==> config.mk <==
export PLATFORM = sky130hd
export DESIGN_NAME = ctrl_pipe_flat
export DESIGN_NICKNAME = d
export VERILOG_FILES = /design/src/rtl/ctrl_pkg.sv /design/src/rtl/ctrl_pipe_if.sv /design/src/rtl/ctrl_decode.sv /design/src/rtl/ctrl_pipe.sv /design/src/flat_wrapper.sv
export SDC_FILE = /design/constraint.sdc
export NUM_CORES = 1
export LEC_CHECK = 0
export CAP_MARGIN = 20
export CORE_ASPECT_RATIO = 0.6
export CORE_MARGIN = 5
export CORE_UTILIZATION = 40
export CTS_CLUSTER_DIAMETER = 50
export DETAILED_ROUTE_END_ITERATION = 7
export GPL_ROUTABILITY_DRIVEN = 0
export PLACE_DENSITY_LB_ADDON = 0.25
export SETUP_SLACK_MARGIN = 0.2
export SLEW_MARGIN = 0
export SYNTH_ARGS = -nofsm -noshare
export SYNTH_HDL_FRONTEND = slang
export SYNTH_SLANG_ARGS = --single-unit
==> constraint.sdc <==
create_clock -name clk -period 1.9 [get_ports clk]
set_clock_uncertainty 0.1 [all_clocks]
set_input_delay 0.285 -clock clk [delete_from_list [all_inputs] [get_ports clk]]
set_output_delay 0.285 -clock clk [all_outputs]
set_load 0.05 [all_outputs]
==> src/rtl/ctrl_pkg.sv <==
// Shared types for the pipelined control unit: control bundle, opcode names
// and the halt-drain FSM state encoding.
package ctrl_pkg;

  localparam int OP_W  = 4;
  localparam int REG_W = 4;

  localparam logic [3:0] OP_LW  = 4'h8;
  localparam logic [3:0] OP_SW  = 4'h9;
  localparam logic [3:0] OP_LLB = 4'hA;
  localparam logic [3:0] OP_LHB = 4'hB;
  localparam logic [3:0] OP_B   = 4'hC;
  localparam logic [3:0] OP_BR  = 4'hD;
  localparam logic [3:0] OP_PCS = 4'hE;
  localparam logic [3:0] OP_HLT = 4'hF;

  typedef struct packed {
    logic [2:0] aluop;
    logic       alusrc;
    logic       regdst;
    logic       branch;
    logic       brsrc;
    logic       pcs;
    logic       mem_read;
    logic       mem_write;
    logic       regwrite;
    logic       memtoreg;
    logic       halt;
  } ctrl_t;

  localparam ctrl_t CTRL_BUBBLE = '0;

  typedef enum logic [1:0] {RUN, DRAIN, HALTED} fsm_e;

endpackage

==> src/rtl/ctrl_pipe_if.sv <==
// Connection between the IF/ID datapath side and the control pipeline.
interface ctrl_pipe_if #(
  parameter int OP_W  = ctrl_pkg::OP_W,
  parameter int REG_W = ctrl_pkg::REG_W
);
  logic [OP_W-1:0]  id_opcode;
  logic [REG_W-1:0] id_rs;
  logic [REG_W-1:0] id_rt;
  logic [REG_W-1:0] ex_rd;
  logic             flush_i;
  logic             mem_stall_i;
  logic [2:0]       ex_aluop;
  logic             ex_alusrc;
  logic             ex_regdst;
  logic             ex_branch;
  logic             ex_brsrc;
  logic             ex_pcs;
  logic             mem_read;
  logic             mem_write;
  logic             wb_regwrite;
  logic             wb_memtoreg;
  logic             stall_o;
  logic             halted_o;

  modport master (
    output id_opcode, id_rs, id_rt, ex_rd, flush_i, mem_stall_i,
    input  ex_aluop, ex_alusrc, ex_regdst, ex_branch, ex_brsrc, ex_pcs,
           mem_read, mem_write, wb_regwrite, wb_memtoreg, stall_o, halted_o
  );

  modport slave (
    input  id_opcode, id_rs, id_rt, ex_rd, flush_i, mem_stall_i,
    output ex_aluop, ex_alusrc, ex_regdst, ex_branch, ex_brsrc, ex_pcs,
           mem_read, mem_write, wb_regwrite, wb_memtoreg, stall_o, halted_o
  );
endinterface

==> src/rtl/ctrl_decode.sv <==
// Combinational opcode decoder: control bundle plus which source registers
// the instruction actually reads (for load-use hazard detection).
module ctrl_decode
  import ctrl_pkg::*;
(
  input  logic [3:0] op_i,
  output ctrl_t      ctrl_o,
  output logic       uses_rs_o,
  output logic       uses_rt_o
);

  always_comb begin
    // NOTE: every output gets a default first so no path leaves one unassigned (no latch).
    ctrl_o    = CTRL_BUBBLE;
    uses_rs_o = 1'b0;
    uses_rt_o = 1'b0;
    if (!op_i[3]) begin
      ctrl_o.aluop    = op_i[2:0];
      ctrl_o.regwrite = 1'b1;
      ctrl_o.regdst   = 1'b1;
      ctrl_o.alusrc   = op_i[2] && (op_i[1:0] != 2'b11);
      uses_rs_o       = 1'b1;
      uses_rt_o       = !op_i[2];
    end else begin
      case (op_i)
        OP_LW: begin
          ctrl_o.mem_read = 1'b1;
          ctrl_o.memtoreg = 1'b1;
          ctrl_o.regwrite = 1'b1;
          ctrl_o.alusrc   = 1'b1;
          uses_rs_o       = 1'b1;
        end
        OP_SW: begin
          ctrl_o.mem_write = 1'b1;
          ctrl_o.alusrc    = 1'b1;
          uses_rs_o        = 1'b1;
          uses_rt_o        = 1'b1;
        end
        OP_LLB, OP_LHB: begin
          ctrl_o.regwrite = 1'b1;
          ctrl_o.alusrc   = 1'b1;
        end
        OP_B, OP_BR: begin
          ctrl_o.branch = 1'b1;
          ctrl_o.brsrc  = op_i[0];
          uses_rs_o     = op_i[0];
        end
        OP_PCS: begin
          ctrl_o.regwrite = 1'b1;
          ctrl_o.regdst   = 1'b1;
          ctrl_o.pcs      = 1'b1;
        end
        OP_HLT:  ctrl_o.halt = 1'b1;
        default: ;
      endcase
    end
  end

endmodule

==> src/rtl/ctrl_pipe.sv <==
// Control pipeline: ID/EX, EX/MEM, MEM/WB control registers with load-use
// stall, branch flush, memory freeze and a halt-drain FSM.
module ctrl_pipe
  import ctrl_pkg::*;
#(
  parameter int DRAIN_CYC = 3
) (
  input  logic       clk,
  input  logic       rst,
  ctrl_pipe_if.slave bus
);

  localparam int CNT_W = $clog2(DRAIN_CYC + 1);

  ctrl_t            id_ctrl;
  ctrl_t            ex_q;
  ctrl_t            mem_q;
  ctrl_t            wb_q;
  logic             uses_rs;
  logic             uses_rt;
  logic             load_use;
  fsm_e             state_q;
  logic [CNT_W-1:0] cnt_q;

  ctrl_decode u_decode (
    .op_i      (bus.id_opcode[3:0]),
    .ctrl_o    (id_ctrl),
    .uses_rs_o (uses_rs),
    .uses_rt_o (uses_rt)
  );

  assign load_use = ex_q.mem_read && (bus.ex_rd != '0) &&
                    ((uses_rs && (bus.ex_rd == bus.id_rs)) ||
                     (uses_rt && (bus.ex_rd == bus.id_rt)));

  always_ff @(posedge clk) begin
    // NOTE: state uses non-blocking assignments so every register samples pre-edge values.
    if (rst) begin
      ex_q    <= CTRL_BUBBLE;
      mem_q   <= CTRL_BUBBLE;
      wb_q    <= CTRL_BUBBLE;
      state_q <= RUN;
      cnt_q   <= '0;
    end else if (!bus.mem_stall_i) begin
      mem_q <= ex_q;
      wb_q  <= mem_q;
      ex_q  <= CTRL_BUBBLE;
      case (state_q)
        RUN: begin
          if (!bus.flush_i && !load_use) begin
            // HLT itself never enters EX; it only starts the drain.
            if (id_ctrl.halt) begin
              state_q <= DRAIN;
              cnt_q   <= CNT_W'(DRAIN_CYC - 1);
            end else begin
              ex_q <= id_ctrl;
            end
          end
        end
        DRAIN: begin
          if (cnt_q == '0) state_q <= HALTED;
          else             cnt_q   <= cnt_q - CNT_W'(1);
        end
        default: ;
      endcase
    end
  end

  assign bus.ex_aluop    = ex_q.aluop;
  assign bus.ex_alusrc   = ex_q.alusrc;
  assign bus.ex_regdst   = ex_q.regdst;
  assign bus.ex_branch   = ex_q.branch;
  assign bus.ex_brsrc    = ex_q.brsrc;
  assign bus.ex_pcs      = ex_q.pcs;
  assign bus.mem_read    = mem_q.mem_read;
  assign bus.mem_write   = mem_q.mem_write;
  assign bus.wb_regwrite = wb_q.regwrite;
  assign bus.wb_memtoreg = wb_q.memtoreg;
  assign bus.halted_o    = (state_q == HALTED);
  assign bus.stall_o     = !rst && (bus.mem_stall_i || (state_q != RUN) ||
                                    (!bus.flush_i && load_use));

endmodule

==> src/flat_wrapper.sv <==
// flat-port wrapper written by rule: the top's interface ports become plain ports
module ctrl_pipe_flat import ctrl_pkg::*;
#(
  parameter int DRAIN_CYC = 3
)
  (clk, rst, bus_id_opcode, bus_id_rs, bus_id_rt, bus_ex_rd, bus_flush_i, bus_mem_stall_i, bus_ex_aluop, bus_ex_alusrc, bus_ex_regdst, bus_ex_branch, bus_ex_brsrc, bus_ex_pcs, bus_mem_read, bus_mem_write, bus_wb_regwrite, bus_wb_memtoreg, bus_stall_o, bus_halted_o);
  ctrl_pipe_if bus_i ();
  input  logic clk;
  input  logic rst;
  input wire logic [$bits(bus_i.id_opcode)-1:0] bus_id_opcode;
  input wire logic [$bits(bus_i.id_rs)-1:0] bus_id_rs;
  input wire logic [$bits(bus_i.id_rt)-1:0] bus_id_rt;
  input wire logic [$bits(bus_i.ex_rd)-1:0] bus_ex_rd;
  input wire logic [$bits(bus_i.flush_i)-1:0] bus_flush_i;
  input wire logic [$bits(bus_i.mem_stall_i)-1:0] bus_mem_stall_i;
  output wire logic [$bits(bus_i.ex_aluop)-1:0] bus_ex_aluop;
  output wire logic [$bits(bus_i.ex_alusrc)-1:0] bus_ex_alusrc;
  output wire logic [$bits(bus_i.ex_regdst)-1:0] bus_ex_regdst;
  output wire logic [$bits(bus_i.ex_branch)-1:0] bus_ex_branch;
  output wire logic [$bits(bus_i.ex_brsrc)-1:0] bus_ex_brsrc;
  output wire logic [$bits(bus_i.ex_pcs)-1:0] bus_ex_pcs;
  output wire logic [$bits(bus_i.mem_read)-1:0] bus_mem_read;
  output wire logic [$bits(bus_i.mem_write)-1:0] bus_mem_write;
  output wire logic [$bits(bus_i.wb_regwrite)-1:0] bus_wb_regwrite;
  output wire logic [$bits(bus_i.wb_memtoreg)-1:0] bus_wb_memtoreg;
  output wire logic [$bits(bus_i.stall_o)-1:0] bus_stall_o;
  output wire logic [$bits(bus_i.halted_o)-1:0] bus_halted_o;
  assign bus_i.id_opcode = bus_id_opcode;
  assign bus_i.id_rs = bus_id_rs;
  assign bus_i.id_rt = bus_id_rt;
  assign bus_i.ex_rd = bus_ex_rd;
  assign bus_i.flush_i = bus_flush_i;
  assign bus_i.mem_stall_i = bus_mem_stall_i;
  assign bus_ex_aluop = bus_i.ex_aluop;
  assign bus_ex_alusrc = bus_i.ex_alusrc;
  assign bus_ex_regdst = bus_i.ex_regdst;
  assign bus_ex_branch = bus_i.ex_branch;
  assign bus_ex_brsrc = bus_i.ex_brsrc;
  assign bus_ex_pcs = bus_i.ex_pcs;
  assign bus_mem_read = bus_i.mem_read;
  assign bus_mem_write = bus_i.mem_write;
  assign bus_wb_regwrite = bus_i.wb_regwrite;
  assign bus_wb_memtoreg = bus_i.wb_memtoreg;
  assign bus_stall_o = bus_i.stall_o;
  assign bus_halted_o = bus_i.halted_o;
  ctrl_pipe #(.DRAIN_CYC(DRAIN_CYC)) u_core (.clk(clk), .rst(rst), .bus(bus_i));
endmodule
==> impl_metrics.toml, run 1 <==
[run_status]
status = "finished with violations"
failed_checks = "setup timing"

[finish]
layout_commonest_cell = "buf_4"
nFillCells = 208
final_util_pct = 68.1
multi_input_area_sq_um = 686
antenna-diode-count = 0
area_delta_synth_final_pct = 61.9
drive_gt1_share_pct = 35.2
final_nets = 201
layout_common_cells = "buf_4 (24), dfxtp_1 (20), nand2_1 (16)"
seqCellArea_sq_um = 400

[worst_setup_path]
worstPathBufferInverterCount = 2
path_delay_family = "simple AND/OR/NAND/NOR gates"
endpoint_kind = "output port"
cpPeakStageDelay_ps = 380
worstRegToRegCells = 6
cp.arrival_ps = 1630
cp_slowest_cell = "or3_4"
critPathKind = "in2out"
crit_path_max_fanout = 2
path_depth = 7
cp_cell_sequence = "buf_8 -> xor2_4 -> nor4_4 -> a21oi_2 -> or3_4 -> a31oi_4 -> buf_12"
start_kind = "input pin"
required_ps = 1510

[timing]
min_period_ps = 2010
maxSlewViolCount = 0
slew_headroom_pct = 66.5
hold_violations = 0
period_share_pct = 106
finalSetupTns_ps = -222
finalSetupViolCount = 7
fmax_ghz = 0.497
postLayoutSetupSlackWorst_ps = -110
fin_hold_ws_ps = 334
rsz0062_at_grt = "yes"
tightest_slew_ps = 504

[grt]
grt_max_degree = 13
grt_antenna_before_repair = 0
grt_usage_pct = 15.8
gr-total-overflow = 0
grt_pass1_wl_um = 4770
grt_pass1_vias = 1056

[synth]
syn_nets = 146
synth_area_sq_um = 1050
seq_area_frac_synth_pct = 38.0
synth.avg_cell_area_sq_um = 8.43
ys_ff_latch = 20
synthCells = 125
yosysUniqueCellTypes = 34
synth-warning-count = 0

[placement]
hpwl_um = 2110
io_buffers = 33

[hold_path]
hold_class = "in2reg"
holdPathStages = 4

[clock_network]
htree_levels = 1
clockBufferDepth = 2
insertion_delay_ps = 260
cts_tree = "yes"
cts_root_buf = "clkbuf_8"
cts_hold_buf = 0
cts_sinks = 20
cts_made_buffers = 3
clkTransAtPathRegs_ps = 80

[job]
maxCapViolCount = 0

[die]
die_y_um = 49.8
die_area_sq_um = 3790
core_sq_um = 2500
start_util_pct = 42.1
die_w_um = 76.3
num_io_pins = 34
rows = 14

[drt]
drt_iter0_drc = 34
postRouteWirelength_um = 2770
ant_nets = 0
first_pass_iters = 6
wl_per_cell_um = 13.1
via_per_inst = 5.09
drcViolationCount = 0
vias = 1073

[power_and_ir_drop]
p_per_area_nw_per_um2 = 633
leakage_uw = 0.000728
vdd_drop_max_uv = 300
## per-layer routing
layer	wire length (um)	GRT usage, %	vias up	share of wire, %
met5	0	0	-	0
met4	57	7.56	0	2.1
met3	195	5.27	7	7.0
met2	1320	27.1	38	47
met1	1200	17.8	485	43
li1	-	-	543	-
## report_power, final
| part | internal [uW] | switching [uW] | total, uW | leakage [uW] |
|---|---|---|---|---|
| logic | 108 | 114 | 222 | 0.000531 |
| registers | 426 | 3.83 | 430 | 0.000162 |
| clock network | 281 | 145 | 427 | 0.0000357 |
| total | 816 | 263 | 1080 | 0.000728 |
## metrics by stage
| step | worst slack (ps) | instances | area [sq um] | power (uW) |
|---|---|---|---|---|
| after global routing | -194 | 211 | 1710 | 1120 |
| final | -110 | 211 | 1710 | 1080 |
| after detailed placement | -526 | 201 | 1540 | 638 |
| after CTS | -199 | 210 | 1660 | 1080 |
| after global placement | -498 | 201 | 1540 | 633 |
| after floorplan | -59.4 | 125 | 1070 | 536 |
## cells by family (layout without fill, tap and decap cells)
kind of cell / Yosys count / count (layout) / synth area share [%]
AOI/OAI and AO/OA: 29 / 29 / 19.1
xor gates and xnor gates: 8 / 8 / 6.65
adders and majority gates: 1 / 1 / 1.19
buffers and inverters: 13 / 67 / 5.82
DFF: 20 / 20 / 38.0
muxes: 5 / 5 / 4.75
and+or+nand+nor: 49 / 49 / 24.5
## layout make-up
cell class	instances	share of cell area (%)
clock buffers	3	2.42
clock inverters	1	1.76
inverters	6	1.32
multi-input cells	92	40.2
flip-flops and latches	20	23.5
well taps	32	2.35
repair buffers	57	28.5
## synth_stat cells
master,number,area share [%]
inv_1,6,2.1
nor2_1,11,3.9
a311oi_1,2,1.7
a21oi_2,2,1.7
o21ai_2,1,0.83
or3_1,4,2.4
dfxtp_1,20,38
ha_1,1,1.2
nor4_4,1,2.0
o211ai_1,3,2.1
or4_1,2,1.4
a31oi_1,2,1.2
a21o_1,1,0.71
nor4_1,2,1.2
nor3_1,1,0.47
or2b_1,1,0.71
xor2_1,8,6.7
buf_1,1,0.36
and2b_1,1,0.71
nor4_2,1,1.2
buf_4,3,2.1
nand2_1,16,5.7
a2bb2oi_1,1,0.83
nand2b_1,1,0.59
nand3_1,5,2.4
buf_2,1,0.47
o21ai_0,7,3.3
nor2b_1,3,1.8
o311ai_2,1,1.5
clkbuf_1,2,0.71
o31ai_2,1,1.2
mux2i_1,5,4.8
o22ai_1,2,1.2
a21oi_1,6,2.9
## sequential cells by signal, indices dropped and copies added (netlist names), 2 cells and up
register,count
u_core.bus.ex_aluop,3
u_core.cnt_q,2
u_core.ex_q,3
u_core.state_q,2
## path summary, 6_finish.rpt
| check | from | end | slack, ps |
|---|---|---|---|
| worst min register to register | u_core.bus.ex_brsrc | u_core.bus.ex_brsrc | 350 |
| worst min-delay path | bus_id_opcode[0] | u_core.ex_q[1] | 330 |
| worst max-delay path | bus_id_rt[3] | bus_stall_o | -110 |
| worst max register to register | u_core.cnt_q[0] | u_core.cnt_q[1] | 500 |
## timing repair
action,CTS,global route
setup endpoints to repair,20,12
cloned,0,0
resized for setup,78,13
setup buffers,5,1
pin swaps,20,7
## tightest hold or removal path: cells and delay by family
family                 cells  cell delay (ps)
buffers and inverters      2              200
AO/OA/AOI/OAI              1               60
AND/OR/NAND/NOR            1              100
(Power assumes the default switching activity.)
==> run 2: changes to the inputs <==
- SYNTH_HIERARCHICAL: unset -> 1
==> impl_metrics.toml, run 2 <==
[run_status]
status = "finished with violations"
failed_checks = "setup timing"

[drt]
first_pass_iters = 6
ant_nets = 0
postRouteWirelength_um = 2790
drcViolationCount = 0
drt_iter0_drc = 50
via_per_inst = 5.07
wl_per_cell_um = 13.4
vias = 1060

[finish]
layout_common_cells = "buf_4 (24), dfxtp_1 (21), dlygate4sd2_1 (15)"
largest_register_ffs = 4
nFillCells = 237
multi_input_area_sq_um = 748
seqCellArea_sq_um = 442
area_delta_synth_final_pct = 49.7
drive_gt1_share_pct = 34.7
regMostFlops = "u_core/ex_q"
layout_commonest_cell = "buf_4"
fin_area_sq_um = 1750
final_nets = 189
antenna-diode-count = 0
final_util_pct = 61.9

[grt]
gr-total-overflow = 0
grt_pass1_vias = 1004
grt_max_degree = 13
grt_antenna_before_repair = 0
grt_pass1_wl_um = 4490
grt_usage_pct = 13.9

[worst_setup_path]
start_kind = "input pin"
cp.arrival_ps = 1560
cpPeakStageDelay_ps = 450
crit_path_max_fanout = 2
path_delay_family = "buffers and inverters"
worst-r2r-setup-slack_ps = 190
endpoint_kind = "output port"
required_ps = 1510
reg2reg_from = "u_core/ex_q[4]"
cp_slowest_cell = "clkdlybuf4s50_1"
critPathKind = "in2out"
cp_cell_sequence = "clkdlybuf4s50_1 -> xor2_2 -> nor4_4 -> o21bai_2 -> a21oi_4 -> buf_12"
worstRegToRegCells = 7
r2r-end = "u_core/ex_q[2]"
worstPathBufferInverterCount = 2

[synth]
ys_top_cells_by_area = "dfxtp_1 (38%), a22o_1 (7.5%), mux2i_1 (6.0%), xor2_1 (4.5%), nor2_1 (4.2%)"
synth-warning-count = 6
async_reset_ff_share_pct = 0
synth.avg_cell_area_sq_um = 9.52
synthCells = 123
yosysUniqueCellTypes = 41
ys_ff_latch = 22
syn_nets = 144
synth_most_common_cell = "dfxtp_1"
seq_area_frac_synth_pct = 37.6
netlist.area_leader.share_pct = 37.6
synth_flop_cell = "dfxtp_1"
synth_edf_count = 0
synth_top_area_cell = "dfxtp_1"
synth_area_sq_um = 1170
synth_common_cells = "dfxtp_1 (22), nor2_1 (13), a22o_1 (10)"

[timing]
tightest_slew_ps = 500
slew_headroom_pct = 66.8
min_period_ps = 1940
hold_violations = 0
maxSlewViolCount = 0
fmax_ghz = 0.515
postLayoutSetupSlackWorst_ps = -41.7
period_share_pct = 102
rsz0062_at_grt = "yes"
fin_hold_ws_ps = 378
finalSetupViolCount = 1

[die]
die_w_um = 79.9
start_util_pct = 41.3
rows = 15
core_sq_um = 2830
num_io_pins = 34
die_y_um = 51.9
die_area_sq_um = 4150

[clock_network]
htree_levels = 1
cts_tree = "yes"
insertion_delay_ps = 260
cts_hold_buf = 0
cts_made_buffers = 3
cts_sinks = 22
cts_root_buf = "clkbuf_8"
clkTransAtPathRegs_ps = 70
clockBufferDepth = 2

[hold_path]
hp-start = "u_core/bus.ex_aluop[0]"
hold_class = "reg2reg"
holdPathStages = 1
whs_endpoint = "u_core/bus.ex_aluop[0]"

[power_and_ir_drop]
totalPowerFinal_uw = 995
p_comb_share_pct = 19.9
leakage_uw = 0.000769
clockPowerShare_pct = 32.6
p_per_area_nw_per_um2 = 567
power.share.sequential_pct = 47.5
switching_power_uw = 249
p_int_uw = 746
vdd_drop_max_uv = 246
p_sw_share_pct = 25.0

[placement]
place_ws_ps = -420
postPlaceCellArea_sq_um = 1610
io_buffers = 33
hpwl_um = 2160

[job]
maxCapViolCount = 0
run 2: changes by cell type after synthesis, sizes merged, moves of 4 or more:
cell | before | now
buf | 5 | 10
nand2 | 16 | 5
a21oi | 8 | 4
or3 | 4 | 0
a22o | 0 | 12
o21ai | 8 | 3
run 2: worst max path at each step:
stage,endpoint,slack (ps),start,cells after the start
2_1_floorplan,bus_stall_o,-20,bus_id_opcode[1],7
3_3_place_gp,bus_stall_o,-390,bus_ex_rd[0],7
3_5_place_dp,u_core/bus.ex_brsrc,-420,bus_ex_rd[0],8
4_1_cts,bus_stall_o,-110,u_core/ex_q[4],6
5_1_grt,bus_stall_o,-90,u_core/ex_q[4],6
6_report,bus_stall_o,-40,bus_id_rs[2],6
run 2: per-stage QoR:
stage          instances  setup TNS [ps]
6_report             209           -41.7
5_1_grt              209           -94.2
4_1_cts              208            -115
3_5_place_dp         202           -6220
3_3_place_gp         202           -5630
2_1_floorplan        123           -21.8
run 2: kinds of logic after synthesis:
kind of cell | count (synthesis) | synth area share [%]
AOI/OAI and AO/OA | 31 | 20.8
xor gates and xnor gates | 8 | 5.98
adders and majority gates | 1 | 1.07
buffers and inverters | 15 | 8.23
DFF | 22 | 37.6
muxes | 7 | 5.98
and+or+nand+nor | 39 | 20.3
run 2: area by class of cell:
type,count,area share (%)
multi-input cells,86,42.7
well taps,42,3.00
inverters,3,0.642
repair buffers,52,25.3
clock buffers,4,3.14
flip-flops and latches,22,25.2
run 2: power by group through the flow:
stage                     registers [uW]  logic (uW)  clock network (uW)
after CTS                            473         193                 332
final                                473         198                 324
after detailed placement             484         192                   0
after floorplan                      492        97.0                   0
after global placement               483         188                   0
after global routing                 474         211                 354
run 2: worst register-to-register path, delay by kind of cell, from the launching register on:
kind / cells / cell delay (ps)
flops: 1 / 350
buf+inv: 2 / 370
simple gates: 3 / 340
compound gates: 2 / 450
run 2: routing by layer:
metal / GRT usage (%) / up-vias / part of all wire [%]
li1: - / 519 / -
met5: 0 / - / 0
met3: 3.81 / 2 / 4.8
met4: 3.37 / 0 / 0.75
met1: 17.8 / 509 / 47
met2: 23.5 / 30 / 48
run 2: timing repair:
item	4_1_cts	5_1_grt
resized for setup	34	13
cloned	0	1
buffers inserted	2	0
endpoints found under the setup margin	22	16
pin swaps	14	8
==> run 3: changes to the inputs <==
- REMOVE_ABC_BUFFERS: unset -> 1
==> impl_metrics.toml, run 3 (synthesis gave the netlist of run 2 again) <==
[finish]
finalNonFillerCells = 217
multi_input_area_sq_um = 747
area_delta_synth_final_pct = 57.6
regMostFlops = "u_core/ex_q"
nFillCells = 256
antenna-diode-count = 0
seqCellArea_sq_um = 442
layout_common_cells = "buf_4 (29), dfxtp_1 (21), dlygate4sd2_1 (15)"
final_nets = 197
layout_commonest_cell = "buf_4"
drive_gt1_share_pct = 35.4
largest_register_ffs = 4

[timing]
maxSlewViolCount = 0
min_period_ps = 2000
tightest_slew_ps = 505
slew_headroom_pct = 66.5
fin_hold_ws_ps = 378
hold_violations = 0
postLayoutSetupSlackWorst_ps = -98.7
rsz0062_at_grt = "yes"
period_share_pct = 105
finalSetupViolCount = 1
fmax_ghz = 0.500

[grt]
grt_pass1_vias = 1103
gr-total-overflow = 0
grt_usage_pct = 16.1
grt_pass1_wl_um = 5130
grt_max_degree = 14
grt_antenna_before_repair = 0

[clock_network]
htree_levels = 1
cts_tree = "yes"
clockBufferDepth = 2
cts_sinks = 22
cts_root_buf = "clkbuf_8"
insertion_delay_ps = 260
cts_made_buffers = 3
clkTransAtPathRegs_ps = 80

[placement]
hpwl_um = 2280
io_buffers = 33
placed_cells = 209

[die]
rows = 15
die_area_sq_um = 4150
die_w_um = 79.9
num_io_pins = 34
die_y_um = 51.9
core_sq_um = 2830
start_util_pct = 41.3

[power_and_ir_drop]
p_per_area_nw_per_um2 = 608
vdd_drop_max_uv = 381
leakage_uw = 0.000830

[worst_setup_path]
startpoint = "u_core/ex_q[4]"
reg2reg_from = "u_core/ex_q[4]"
critPathKind = "reg2out"
crit_end = "bus_stall_o"
worst-r2r-setup-slack_ps = 120
start_kind = "flop"
required_ps = 1510
endpoint_kind = "output port"
r2r-end = "u_core/ex_q[2]"
cp.arrival_ps = 1610
crit_path_max_fanout = 2
worstRegToRegCells = 9

[drt]
first_pass_iters = 4
vias = 1127
via_per_inst = 5.19
drcViolationCount = 0
ant_nets = 0
wl_per_cell_um = 15.0
drt_iter0_drc = 100
postRouteWirelength_um = 3270

[run_status]
failed_checks = "setup timing"
status = "finished with violations"

[job]
maxCapViolCount = 0

[hold_path]
hold_class = "reg2reg"
==> run 3: cell count changes in the layout (fill, tap and decap cells not counted), moves of 2 or more <==
cell,before,now
clkdlybuf4s15_1,0,3
xnor2_2,0,2
xor2_1,1,3
xor2_2,5,3
a22o_4,0,2
buf_6,2,6
clkbuf_2,3,0
xnor2_1,2,0
dlymetal6s2s_1,2,0
buf_4,24,29
a22o_2,2,0
==> run 3: what timing repair did <==
action	CTS	global route
gates cloned	1	0
hold buffers	0	0
gates resized for setup	62	3
pin swaps	24	4
buffers inserted	3	0
setup endpoints to repair	24	16
==> run 3: metrics by stage <==
stage	TNS [ps]	setup slack, ps	utilization, %	area, sq um	total power (uW)
finish	-98.7	-98.7	65.1	1850	1120
global route	-204	-204	65.1	1850	1170
global placement	-5480	-371	57.8	1640	671
CTS	-146	-146	64.4	1820	1130
detailed placement	-5960	-393	57.8	1640	677
floorplan	-398	-398	-	1090	559
==> run 3: layer usage <==
| metal | vias to the layer above | wire, um | track usage (%) | part of all wire (%) |
|---|---|---|---|---|
| met1 | 538 | 1410 | 19.6 | 43 |
| met4 | 0 | 69 | 5.90 | 2.1 |
| met5 | - | 0 | 0 | 0 |
| met2 | 43 | 1580 | 27.7 | 48 |
| li1 | 538 | - | - | - |
| met3 | 8 | 205 | 3.98 | 6.3 |
==> run 3: cell type report <==
cell class / instances / share of cell area [%]
clock buffers: 3 / 2.24
clock inverters: 1 / 1.63
inverters: 3 / 0.610
multi-input cells: 86 / 40.5
flip-flops and latches: 22 / 23.9
well taps: 42 / 2.85
repair buffers: 60 / 28.3
==> run 3: critical path: stages (launching register included) <==
cell      delay, ps
dfxtp_2         340
o41a_1          180
buf_4           130
nand3_2          60
nor4_2          180
o21bai_1        110
a21oi_2         190
buf_12          160
==> run 3: worst min path at each step <==
stage,depth (start not counted),slack (ps),startpoint,end
final,1,380,u_core/bus.ex_aluop[1],u_core/bus.ex_aluop[1]
after global routing,1,410,u_core/bus.ex_aluop[1],u_core/bus.ex_aluop[1]
after CTS,1,380,u_core/bus.ex_aluop[1],u_core/bus.ex_aluop[1]
after detailed placement,1,360,u_core/bus.ex_aluop[1],u_core/bus.ex_aluop[1]
after global placement,1,360,u_core/bus.ex_aluop[1],u_core/bus.ex_aluop[1]
after floorplan,1,250,rst,u_core/cnt_q[0]
==> run 3: where the power goes <==
| group | total [uW] | switching [uW] | internal (uW) |
|---|---|---|---|
| Combinational | 210 | 107 | 103 |
| Sequential | 473 | 4.91 | 468 |
| Clock | 439 | 158 | 281 |
| Total | 1120 | 270 | 853 |
